==> src/rtl/btn_conditioner.sv <==
// Push-button conditioner: per-channel synchronizer, debouncer, edge pulses
// and optional auto-repeat. One btn_chan instance per button.

module btn_chan #(
    parameter int DEBOUNCE_CYCLES = 4,
    parameter int REPEAT_DELAY    = 10,
    parameter int REPEAT_PERIOD   = 5,
    parameter bit REPEAT_EN       = 1'b0
) (
    input  logic clk,
    input  logic rst,
    input  logic raw_i,
    output logic level_o,
    output logic press_o,
    output logic release_o,
    output logic repeat_o
);
    localparam int DW   = $clog2(DEBOUNCE_CYCLES);
    localparam int RMAX = (REPEAT_DELAY > REPEAT_PERIOD) ? REPEAT_DELAY : REPEAT_PERIOD;
    localparam int RW   = $clog2(RMAX + 1);
    localparam logic [DW-1:0] DB_LAST  = DW'(DEBOUNCE_CYCLES - 1);
    localparam logic [RW-1:0] R_DELAY  = RW'(REPEAT_DELAY);
    localparam logic [RW-1:0] R_PERIOD = RW'(REPEAT_PERIOD);
    localparam logic [RW-1:0] R_ONE    = RW'(1);

    typedef enum logic [1:0] {IDLE, WAIT, REPEAT} rstate_t;

    logic          sync1_q, sync2_q;
    logic [DW-1:0] dcnt_q, dcnt_d;
    logic          deb_q, deb_d;
    logic          lvl_q, press_q, rel_q, rep_q, rep_d;
    logic [RW-1:0] rcnt_q, rcnt_d;
    rstate_t       state_q, state_d;
    logic          rise, fall;

    // Two-flop synchronizer for the asynchronous raw input.
    always_ff @(posedge clk or negedge rst) begin
        if (!rst) begin
            sync1_q <= 1'b0;
            sync2_q <= 1'b0;
        end else begin
            sync1_q <= raw_i;
            sync2_q <= sync1_q;
        end
    end

    // Debounce: count consecutive mismatch cycles, accept at the last count.
    always_comb begin
        dcnt_d = dcnt_q;
        deb_d  = deb_q;
        if (sync2_q == deb_q) begin
            dcnt_d = '0;
        end else if (dcnt_q == DB_LAST) begin
            deb_d  = sync2_q;
            dcnt_d = '0;
        end else begin
            dcnt_d = dcnt_q + 1'b1;
        end
    end

    // Debounce state, registered level output and edge pulses.
    always_ff @(posedge clk or negedge rst) begin
        if (!rst) begin
            dcnt_q  <= '0;
            deb_q   <= 1'b0;
            lvl_q   <= 1'b0;
            press_q <= 1'b0;
            rel_q   <= 1'b0;
            rep_q   <= 1'b0;
        end else begin
            dcnt_q  <= dcnt_d;
            deb_q   <= deb_d;
            lvl_q   <= deb_q;
            press_q <= rise;
            rel_q   <= fall;
            rep_q   <= rep_d;
        end
    end

    // Edges of the accepted level, seen one cycle before the output pulses.
    assign rise = deb_q & ~lvl_q;
    assign fall = ~deb_q & lvl_q;

    // Repeat FSM state register.
    always_ff @(posedge clk or negedge rst) begin
        if (!rst) begin
            state_q <= IDLE;
            rcnt_q  <= '0;
        end else begin
            state_q <= state_d;
            rcnt_q  <= rcnt_d;
        end
    end

    // Repeat FSM next state; the press cycle counts as 1, release beats repeat.
    always_comb begin
        state_d = state_q;
        rcnt_d  = rcnt_q;
        rep_d   = 1'b0;
        if (!REPEAT_EN || fall) begin
            state_d = IDLE;
            rcnt_d  = '0;
        end else begin
            case (state_q)
                IDLE: begin
                    if (rise) begin
                        state_d = WAIT;
                        rcnt_d  = R_ONE;
                    end
                end
                WAIT: begin
                    if (rcnt_q == R_DELAY) begin
                        rep_d   = 1'b1;
                        state_d = REPEAT;
                        rcnt_d  = R_ONE;
                    end else begin
                        rcnt_d = rcnt_q + 1'b1;
                    end
                end
                REPEAT: begin
                    if (rcnt_q == R_PERIOD) begin
                        rep_d  = 1'b1;
                        rcnt_d = R_ONE;
                    end else begin
                        rcnt_d = rcnt_q + 1'b1;
                    end
                end
                default: begin
                    state_d = IDLE;
                    rcnt_d  = '0;
                end
            endcase
        end
    end

    assign level_o   = lvl_q;
    assign press_o   = press_q;
    assign release_o = rel_q;
    assign repeat_o  = rep_q;
endmodule

module btn_conditioner #(
    parameter int                  NUM_BTNS        = 5,
    parameter int                  DEBOUNCE_CYCLES = 1_000_000,
    parameter int                  REPEAT_DELAY    = 50_000_000,
    parameter int                  REPEAT_PERIOD   = 10_000_000,
    parameter logic [NUM_BTNS-1:0] REPEAT_MASK     = 5'b01100
) (
    input  logic                clk,
    input  logic                rst,
    input  logic [NUM_BTNS-1:0] btn_raw,
    output logic [NUM_BTNS-1:0] btn_level,
    output logic [NUM_BTNS-1:0] btn_press,
    output logic [NUM_BTNS-1:0] btn_release,
    output logic [NUM_BTNS-1:0] btn_repeat
);
    for (genvar g = 0; g < NUM_BTNS; g++) begin : g_chan
        btn_chan #(
            .DEBOUNCE_CYCLES(DEBOUNCE_CYCLES),
            .REPEAT_DELAY   (REPEAT_DELAY),
            .REPEAT_PERIOD  (REPEAT_PERIOD),
            .REPEAT_EN      (REPEAT_MASK[g])
        ) u_chan (
            .clk      (clk),
            .rst      (rst),
            .raw_i    (btn_raw[g]),
            .level_o  (btn_level[g]),
            .press_o  (btn_press[g]),
            .release_o(btn_release[g]),
            .repeat_o (btn_repeat[g])
        );
    end
endmodule

==> config.mk <==
export PLATFORM = sky130hd
export DESIGN_NAME = btn_conditioner
export DESIGN_NICKNAME = d
export VERILOG_FILES = /design/src/rtl/btn_conditioner.sv
export SDC_FILE = /design/constraint.sdc
export NUM_CORES = 1
export LEC_CHECK = 0
export BUFFER_PORTS_ARGS = -buffer_cell sky130_fd_sc_hd__buf_2
export CORE_MARGIN = 3
export CORE_UTILIZATION = 62
export CTS_CLUSTER_SIZE = 20
export DETAILED_ROUTE_END_ITERATION = 12
export GPL_TIMING_DRIVEN = 0
export PLACE_DENSITY_LB_ADDON = 0.2
export SLEW_MARGIN = 20
export SYNTH_ARGS = -nofsm -noshare
export SYNTH_HDL_FRONTEND = slang
export SYNTH_SLANG_ARGS = --single-unit
export TNS_END_PERCENT = 20
==> constraint.sdc <==
create_clock -name clk -period 3.25 [get_ports clk]
set_clock_uncertainty 0.05 [all_clocks]
set_input_delay 0.1625 -clock clk [delete_from_list [all_inputs] [get_ports clk]]
set_output_delay 0.1625 -clock clk [all_outputs]
set_load 0.01 [all_outputs]
==> impl_metrics.tcl, run 1 <==
set metrics [dict create \
    grt_usage 0.2283 \
    grt_max_degree 103 \
    drc 0 \
    ff2ff_path_depth 9 \
    layout_min_cycle_time_ns 2.684 \
    hold_violations 0 \
    drt_iter0_markers 501 \
    antennaDiodeCount 0 \
    r2r-start "g_chan[2].u_chan.rcnt_q[0]$_DFFE_PN0P_" \
    power_density_mw_per_mm2 449.3 \
    hp-class "in2async" \
    die-area_mm2 0.01654 \
    synth_top_area_cell "dfrtp_1" \
    seqPwrFrac 0.510 \
    drt_pass1_iterations 6 \
    wire_per_inst_um 14.62 \
    worstPathRequired_ns 3.51 \
    synthArstFlopShare 1.000 \
    clock_latency_ns 0.43 \
    maxCapViolations 0 \
    crit_start "g_chan[2].u_chan.rcnt_q[0]$_DFFE_PN0P_" \
    die_w_um 128.6 \
    ioPinCount 27 \
    setup_viol 0 \
    syn_inst 952 \
    drt-total-wl_um 17540 \
    yosysSeqAreaShare 0.5048 \
    endpoint_kind "flop" \
    clk_path_buf_depth 2 \
    routabilityCongestion 0.8506 \
    r2r_setup_slack_ns 0.57 \
    tightest_slew_ns 0.8145 \
    fin_crit_sh 0.8259 \
    cp.arrival_ns 2.95 \
    postCtsSetupBuffers 0 \
    vdd_drop_max_mv 0.3705 \
    cts_buffers 17 \
    netlist_top_cells_count "188 x dfrtp_1, 164 x nor2_1, 64 x nand3_1" \
    synthTopCellsByArea "dfrtp_1 50%, nor2_1 6.6%, xor2_1 5.8%, xnor2_1 4.8%, nand3_1 3.4%" \
    die_h_um 128.6 \
    dp_cells 1162 \
    synthMostInstantiatedCell "dfrtp_1" \
    clock_sinks 188 \
    syn_area_mm2 0.009320 \
    ys_types 59 \
    pwr-share-clk 0.464 \
    overflow 0 \
    h-tree-depth 4 \
    p_sw_mw 0.9793 \
    grt_pass1_wl_um 30850 \
    yosys_warnings 0 \
    slew_viol_final 0 \
    synth_top_area_frac 0.5048 \
    cts_root_buf "clkbuf_16" \
    crit_path_start_kind "flop" \
    worst-path-max-fanout 10 \
    cts_tree "yes" \
    design.core.area_mm2 0.01464 \
    via_per_inst 5.665 \
    synth-edff-count 0 \
    slew-limit-headroom 0.4537 \
    final_cells 1200 \
    synth-main-ff-cell "dfrtp_1" \
    p_leak_nw 4.644 \
    dpl.hpwl_um 11700 \
    avgSynthCellArea_um2 9.790 \
    port_buffers 23 \
    status "complete, no violations" \
    r2r-end "g_chan[2].u_chan.rcnt_q[7]$_DFFE_PN0P_" \
    grt_pass1_vias 6613 \
    path_clk_slew_ns 0.07 \
    rows 44 \
    intPower_mw 3.689 \
    power_mw 4.668 \
    nNetsFinal 1029 \
    fmax_mhz 372.5 \
    combPwrFrac 0.026 \
    ys_ff_latch 188 \
    drive_gt1_frac 0.1053 \
    grt_antenna_before_repair 0 \
    vias 6798 \
    syn2layout_area_growth_pct 11.48 \
    initial_utilization 0.6364 \
    ant_nets 0 \
    path_class "reg2reg" \
    rsz0062_at_grt "false" \
    swShare 0.2098 \
]
power by group through the flow:
| stage | Clock (mW) | Sequential, mW | Combinational (mW) |
|---|---|---|---|
| after floorplan | 0 | 2.42 | 0.0515 |
| after global placement | 0 | 2.42 | 0.112 |
| after detailed placement | 0 | 2.42 | 0.120 |
| after CTS | 2.20 | 2.38 | 0.127 |
| after global routing | 2.32 | 2.38 | 0.141 |
| final | 2.17 | 2.38 | 0.122 |
layout make-up:
class,instances,area (um2)
flip-flops and latches,188,4705
fillers,1069,4254
multi-input cells,683,4202
clock buffers,22,484.2
plain buffers,42,267.8
well taps,184,230.2
repair buffers,30,212.7
inverters,41,153.9
clock inverters,10,135.1
state kept, by name (all words and copies together) (netlist names):
register / cells
g_chan.u_chan.dcnt_q: 100
g_chan.u_chan.sync1_q: 5
g_chan.u_chan.level_o: 5
g_chan.u_chan.rcnt_q: 52
g_chan.u_chan.state_q: 4
g_chan.u_chan.sync2_q: 5
g_chan.u_chan.deb_q: 5
g_chan.u_chan.release_o: 5
g_chan.u_chan.press_o: 5
g_chan.u_chan.repeat_o: 2
worst max path at each step:
stage                                                          to  depth (start not counted)  slack [ns]
after CTS                  g_chan[2].u_chan.rcnt_q[7]$_DFFE_PN0P_                          9        0.58
after global routing      g_chan[2].u_chan.rcnt_q[22]$_DFFE_PN0P_                          9        0.35
after floorplan           g_chan[2].u_chan.rcnt_q[17]$_DFFE_PN0P_                          9        0.93
after detailed placement   g_chan[2].u_chan.rcnt_q[5]$_DFFE_PN0P_                          9        0.60
final                      g_chan[2].u_chan.rcnt_q[7]$_DFFE_PN0P_                          9        0.57
after global placement    g_chan[3].u_chan.rcnt_q[18]$_DFFE_PN0P_                          1       -1.03
cells in the final DEF, fill, tap and decap left out, drive strengths merged, types with 19 or more instances in the layout:
| master | instances |
|---|---|
| buf | 56 |
| nor2 | 165 |
| ha | 19 |
| dfrtp | 188 |
| nor3 | 34 |
| nand3 | 64 |
| xnor2 | 51 |
| inv | 42 |
| a22o | 20 |
| xor2 | 62 |
| nand4 | 32 |
| nand2 | 60 |
| clkbuf | 32 |
| o21ai | 24 |
per-stage QoR:
stage | utilization | setup WS, ns | hold WS, ns | cell area, um2 | TNS (ns)
floorplan | - | 0.9307 | -0.1831 | 9328 | 0
global placement | 0.6605 | -1.028 | 0.2204 | 9673 | -191.29
detailed placement | 0.6631 | 0.6000 | 0.1544 | 9711 | 0
CTS | 0.7095 | 0.5786 | 0.2930 | 10390 | 0
global route | 0.7095 | 0.3533 | 0.3110 | 10390 | 0
finish | 0.7095 | 0.5658 | 0.2574 | 10390 | 0
per-layer routing:
metal / global-route usage / part of all wire / vias up
li1: - / - / 3347
met1: 0.3114 / 0.46 / 3296
met2: 0.3717 / 0.48 / 125
met3: 0.04525 / 0.033 / 30
met4: 0.07474 / 0.017 / 0
met5: 0 / 0 / -
cell families after synthesis:
group	share of synthesized area
AND/OR/NAND/NOR	0.2406
buffers and inverters	0.04524
flip-flops	0.5048
multiplexers	0.007115
adder cells (fa/ha/maj)	0.02551
AO/OA/AOI/OAI	0.07021
XOR/XNOR	0.1062
other	0.0004024
worst max-delay path: stages, from the launching register on:
cell and delay, ns:
dfrtp_1 0.44, inv_1 0.17, ha_1 0.16, nor4bb_1 0.27, nand4_1 0.20, o41a_1 0.51
o21ai_2 0.29, and2_2 0.23, buf_4 0.18, nor2_1 0.06
what timing repair did:
action | in CTS | in global routing
hold buffers | 6 | 0
endpoints found under the hold margin | 91 | 0
resized for setup | 0 | 0
(Power assumes the default switching activity.)
==> inputs of run 2 (changes only) <==
- CORE_UTILIZATION: 62 -> 56
- clock period: 3.25 -> 2.3 ns (I/O delays scaled with it)
==> impl_metrics.tcl, run 2 (synthesis gave the netlist of run 1 again) <==
set metrics [dict create \
    status "complete, no violations" \
    cts_root_buf "clkbuf_16" \
    design.core.area_mm2 0.01606 \
    hold_violations 0 \
    clk_path_buf_depth 2 \
    die-area_mm2 0.01823 \
    path_class "reg2reg" \
    power_density_mw_per_mm2 610.8 \
    final_cells 1247 \
    multi_input_area_mm2 0.004315 \
    drive_gt1_frac 0.1377 \
    vias 6835 \
    dpl.hpwl_um 11410 \
    drc 0 \
    p_leak_nw 4.755 \
    fin_area_mm2 0.01071 \
    fin_crit_sh 0.9844 \
    setup_viol 0 \
    path_clk_slew_ns 0.07 \
    cpPeakStageDelay_ns 0.58 \
    num-fill-cells 1220 \
    fin_util 0.6671 \
    crit_path_start_kind "flop" \
    ff2ff_path_depth 6 \
    fmax_mhz 441.7 \
    final_common_cell "dfrtp_1" \
    hp-class "in2async" \
    finalSetupTns_ns 0 \
    grt_antenna_before_repair 0 \
    worstPathRequired_ns 2.56 \
    grt_usage 0.2035 \
    final_cell_mix "188 x dfrtp_1, 162 x nor2_1, 63 x nand3_1, 62 x xor2_1, 60 x nand2_1" \
    ant_nets 0 \
    cp.arrival_ns 2.53 \
    die_w_um 135.0 \
    crit_slowest_cell "or4_4" \
    rows 46 \
    layout_min_cycle_time_ns 2.264 \
    via_per_inst 5.481 \
    slew_viol_final 0 \
    drt_pass1_iterations 5 \
    worst-path-max-fanout 10 \
    dp_cells 1195 \
    maxCapViolations 0 \
    overflow 0 \
    clock_latency_ns 0.42 \
    nNetsFinal 1045 \
    endpoint_kind "flop" \
    clock_sinks 188 \
    drt-total-wl_um 17360 \
    rsz0062_at_grt "true" \
    path_cells "or4_4, o41ai_4, a21o_2, buf_6, o21ai_0, a22o_1" \
    ioPinCount 27 \
    antennaDiodeCount 0 \
    port_buffers 23 \
    grt_pass1_wl_um 30670 \
    largest_register "g_chan.u_chan.dcnt_q" \
    wire_per_inst_um 13.92 \
    largest_register_ffs 100 \
    grt_pass1_vias 6714 \
    tightest_slew_ns 0.6209 \
    regArea_mm2 0.004705 \
    vdd_drop_max_mv 0.5191 \
    placed_area_mm2 0.009778 \
    drt_iter0_markers 383 \
    slew-limit-headroom 0.5829 \
    die_h_um 135.0 \
    h-tree-depth 4 \
    cts_buffers 17 \
    grt_max_degree 84 \
    routabilityCongestion 0.8281 \
    initial_utilization 0.5804 \
    reg_top3 "g_chan.u_chan.dcnt_q (100), g_chan.u_chan.rcnt_q (52)" \
    cts_tree "yes" \
    syn2layout_area_growth_pct 14.93 \
]
## run 2: per-stage QoR
stage | setup WS (ns) | hold WS [ns] | power, mW
after floorplan | 0.004737 | -0.2306 | 3.492
after global placement | -1.957 | 0.1737 | 3.582
after detailed placement | -0.4129 | -0.06713 | 3.599
after CTS | -0.01038 | 0.07515 | 6.625
after global routing | -0.1224 | 0.08421 | 6.778
final | 0.03597 | 0.08324 | 6.543
## run 2: path summary, 6_finish.rpt
check                                                        start                                       to  slack, ns
max                        g_chan[3].u_chan.rcnt_q[25]$_DFFE_PN0P_  g_chan[3].u_chan.rcnt_q[19]$_DFFE_PN0P_       0.04
min                                                            rst     g_chan[1].u_chan.release_o$_DFF_PN0_       0.08
max reg2reg                g_chan[3].u_chan.rcnt_q[25]$_DFFE_PN0P_  g_chan[3].u_chan.rcnt_q[19]$_DFFE_PN0P_       0.04
min reg2reg                     g_chan[4].u_chan.sync1_q$_DFF_PN0_       g_chan[4].u_chan.sync2_q$_DFF_PN0_       0.30
max in group asynchronous                                      rst  g_chan[3].u_chan.rcnt_q[18]$_DFFE_PN0P_       1.46
min in group clk                                        btn_raw[3]       g_chan[3].u_chan.sync1_q$_DFF_PN0_       0.28
## run 2: cell type report
cell class | instances | area share
tap | 216 | 0.02523
timing repair buffer | 49 | 0.03574
clock buffer | 19 | 0.04135
multi-input combinational | 683 | 0.4029
clock inverter | 12 | 0.01507
buffer | 39 | 0.02617
sequential | 188 | 0.4392
inverter | 41 | 0.01437
## run 2: critical path, delay by kind of cell, from the launching register on
kind	cells	cell delay, ns
AOI/OAI and AO/OA	4	0.93
DFF	1	0.43
and+or+nand+nor	1	0.58
buffers and inverters	1	0.16
## run 2: metal layers
layer,share of wire,GRT usage,vias up
li1,-,-,3370
met5,0,0,-
met2,0.48,0.3319,117
met1,0.48,0.2790,3332
met4,0.010,0.05879,0
met3,0.033,0.04210,16
## run 2: repair_timing
item | 4_1_cts | 5_1_grt
hold buffers | 6 | 0
setup buffers | 10 | 8
hold endpoints to repair | 193 | 0
setup endpoints to repair | 65 | 88
pin swaps | 10 | 9
resized for setup | 17 | 16
## run 2: power breakdown
part	switching [mW]	internal (mW)	leakage (nW)
combinational	0.119	0.0563	1.87
clock	1.26	1.75	0.292
sequential	0.0267	3.34	2.59
==> inputs of run 3 (changes only) <==
- CORE_UTILIZATION: 56 -> 55
- clock period: 2.3 -> 2 ns (I/O delays scaled with it)
==> impl_metrics.tcl, run 3 (synthesis gave the netlist of run 1 again) <==
set metrics [dict create \
    initial_utilization 0.5742 \
    hold_ws_ns 0.1929 \
    path_clk_slew_ns 0.07 \
    die_h_um 136.2 \
    overflow 0 \
    grt_pass1_vias 6683 \
    fin_crit_sh 1.183 \
    setup_viol 53 \
    crit_path_start_kind "flop" \
    crit_slowest_cell "dfrtp_1" \
    path_cells "inv_2, ha_4, nor4bb_4, nand4_1, buf_4, o41ai_4, a21o_2, buf_6, nor2_4, buf_6, a22o_1" \
    swShare 0.2134 \
    path_common_cell "buf_6" \
    tightest_slew_ns 0.6700 \
    worst-path-max-fanout 5 \
    maxCapViolations 0 \
    cp.arrival_ns 2.62 \
    drc 0 \
    drt_pass1_iterations 7 \
    endpoint_kind "flop" \
    place_ws_ns -0.4634 \
    status "finished with violations" \
    design.core.area_mm2 0.01623 \
    grt_usage 0.2115 \
    syn2layout_area_growth_pct 20.58 \
    rsz0062_at_grt "true" \
    ioPinCount 27 \
    crit_buf_inv 4 \
    worst_slack_ns -0.3656 \
    p_sw_mw 1.641 \
    h-tree-depth 4 \
    wire_per_inst_um 14.95 \
    grt_antenna_before_repair 0 \
    power_density_mw_per_mm2 684.5 \
    path_class "reg2reg" \
    largest_register "g_chan.u_chan.dcnt_q" \
    layout_min_cycle_time_ns 2.366 \
    antennaDiodeCount 0 \
    seqPwrFrac 0.503 \
    die-area_mm2 0.01854 \
    reg_top3 "g_chan.u_chan.dcnt_q (100), g_chan.u_chan.rcnt_q (52)" \
    final_cell_mix "183 x dfrtp_1, 160 x nor2_1, 62 x nand3_1, 62 x xor2_1, 60 x nand2_1" \
    fmax_mhz 422.7 \
    slew_viol_final 0 \
    grt_max_degree 81 \
    critical_path.top_delay_family "compound AO/OA/AOI/OAI gates" \
    rows 46 \
    combPwrFrac 0.029 \
    nNetsFinal 1072 \
    num-fill-cells 1228 \
    port_buffers 23 \
    regArea_mm2 0.004711 \
    fin_area_mm2 0.01124 \
    grt_pass1_wl_um 31990 \
    cts_buffers 17 \
    r2r_setup_slack_ns -0.37 \
    violations "negative setup slack" \
    multi_input_area_mm2 0.004508 \
    slew-limit-headroom 0.5499 \
    clock_latency_ns 0.43 \
    drt-total-wl_um 19070 \
    vias 6978 \
    finalSetupTns_ns -15.83 \
    via_per_inst 5.473 \
    hp-class "in2async" \
    drt_iter0_markers 404 \
    cts_tree "yes" \
    die_w_um 136.2 \
    clk_path_buf_depth 2 \
    power_mw 7.692 \
    largest_register_ffs 100 \
    cts_root_buf "clkbuf_16" \
    routabilityCongestion 0.8668 \
    clock_sinks 188 \
    worstPathRequired_ns 2.26 \
    final_common_cell "dfrtp_1" \
    p_leak_nw 4.993 \
    drive_gt1_frac 0.1936 \
    dpl.hpwl_um 11660 \
    vdd_drop_max_mv 0.5950 \
    hold_violations 0 \
    placed_area_mm2 0.009794 \
    intPower_mw 6.051 \
    ant_nets 0 \
    cpPeakStageDelay_ns 0.40 \
    pwr-share-clk 0.468 \
]
run 3: through the flow:
| stage | instances | util |
|---|---|---|
| after detailed placement | 1195 | 0.6035 |
| after global routing | 1275 | 0.6924 |
| final | 1275 | 0.6924 |
| after floorplan | 954 | - |
| after CTS | 1263 | 0.6711 |
| after global placement | 1193 | 0.5994 |
run 3: worst reg2reg max path: stages (launching register included):
cell and delay, ns:
dfrtp_1 0.40, inv_2 0.09, ha_4 0.13, nor4bb_4 0.19
nand4_1 0.19, buf_4 0.19, o41ai_4 0.25, a21o_2 0.22
buf_6 0.11, nor2_4 0.05, buf_6 0.16, a22o_1 0.22
run 3: worst paths after layout:
path | start | to | cells past startpoint
max reg2reg | g_chan[3].u_chan.rcnt_q[1]$_DFFE_PN0P_ | g_chan[3].u_chan.rcnt_q[24]$_DFFE_PN0P_ | 11
min | rst | g_chan[1].u_chan.press_o$_DFF_PN0_ | 2
min reg2reg | g_chan[0].u_chan.sync1_q$_DFF_PN0_ | g_chan[0].u_chan.sync2_q$_DFF_PN0_ | 0
max | g_chan[3].u_chan.rcnt_q[1]$_DFFE_PN0P_ | g_chan[3].u_chan.rcnt_q[24]$_DFFE_PN0P_ | 11
max in group asynchronous | rst | g_chan[4].u_chan.dcnt_q[6]$_DFF_PN0_ | 3
min in group clk | btn_raw[1] | g_chan[1].u_chan.sync1_q$_DFF_PN0_ | 2
run 3: cell type report:
class	instances	share of cell area
Timing Repair Buffer	74	0.05689
Sequential cell	188	0.4192
Clock inverter	13	0.01648
Clock buffer	19	0.03941
Tap cell	216	0.02405
Multi-Input combinational cell	683	0.4011
Inverter	41	0.01392
Buffer	41	0.02895
run 3: routing by layer:
layer | up-vias | wire length [um] | track usage
li1 | 3427 | - | -
met3 | 27 | 761 | 0.04700
met5 | - | 0 | 0
met4 | 0 | 218 | 0.05207
met2 | 133 | 9404 | 0.3426
met1 | 3391 | 8681 | 0.2919
run 3: power by group through the flow:
stage / Combinational, mW / Sequential [mW] / Clock [mW]
floorplan: 0.0837 / 3.93 / 0
global placement: 0.181 / 3.94 / 0
detailed placement: 0.200 / 3.94 / 0
CTS: 0.221 / 3.86 / 3.67
global route: 0.257 / 3.87 / 3.84
finish: 0.221 / 3.87 / 3.60
run 3: repair_timing:
item                                    4_1_cts  5_1_grt
gates cloned                                  2        3
hold buffers                                  6        0
endpoints found under the setup margin      124      113
gates resized for setup                      49       60
setup buffers                                29       10
hold endpoints to repair                     83        0
pin swaps                                    12       18
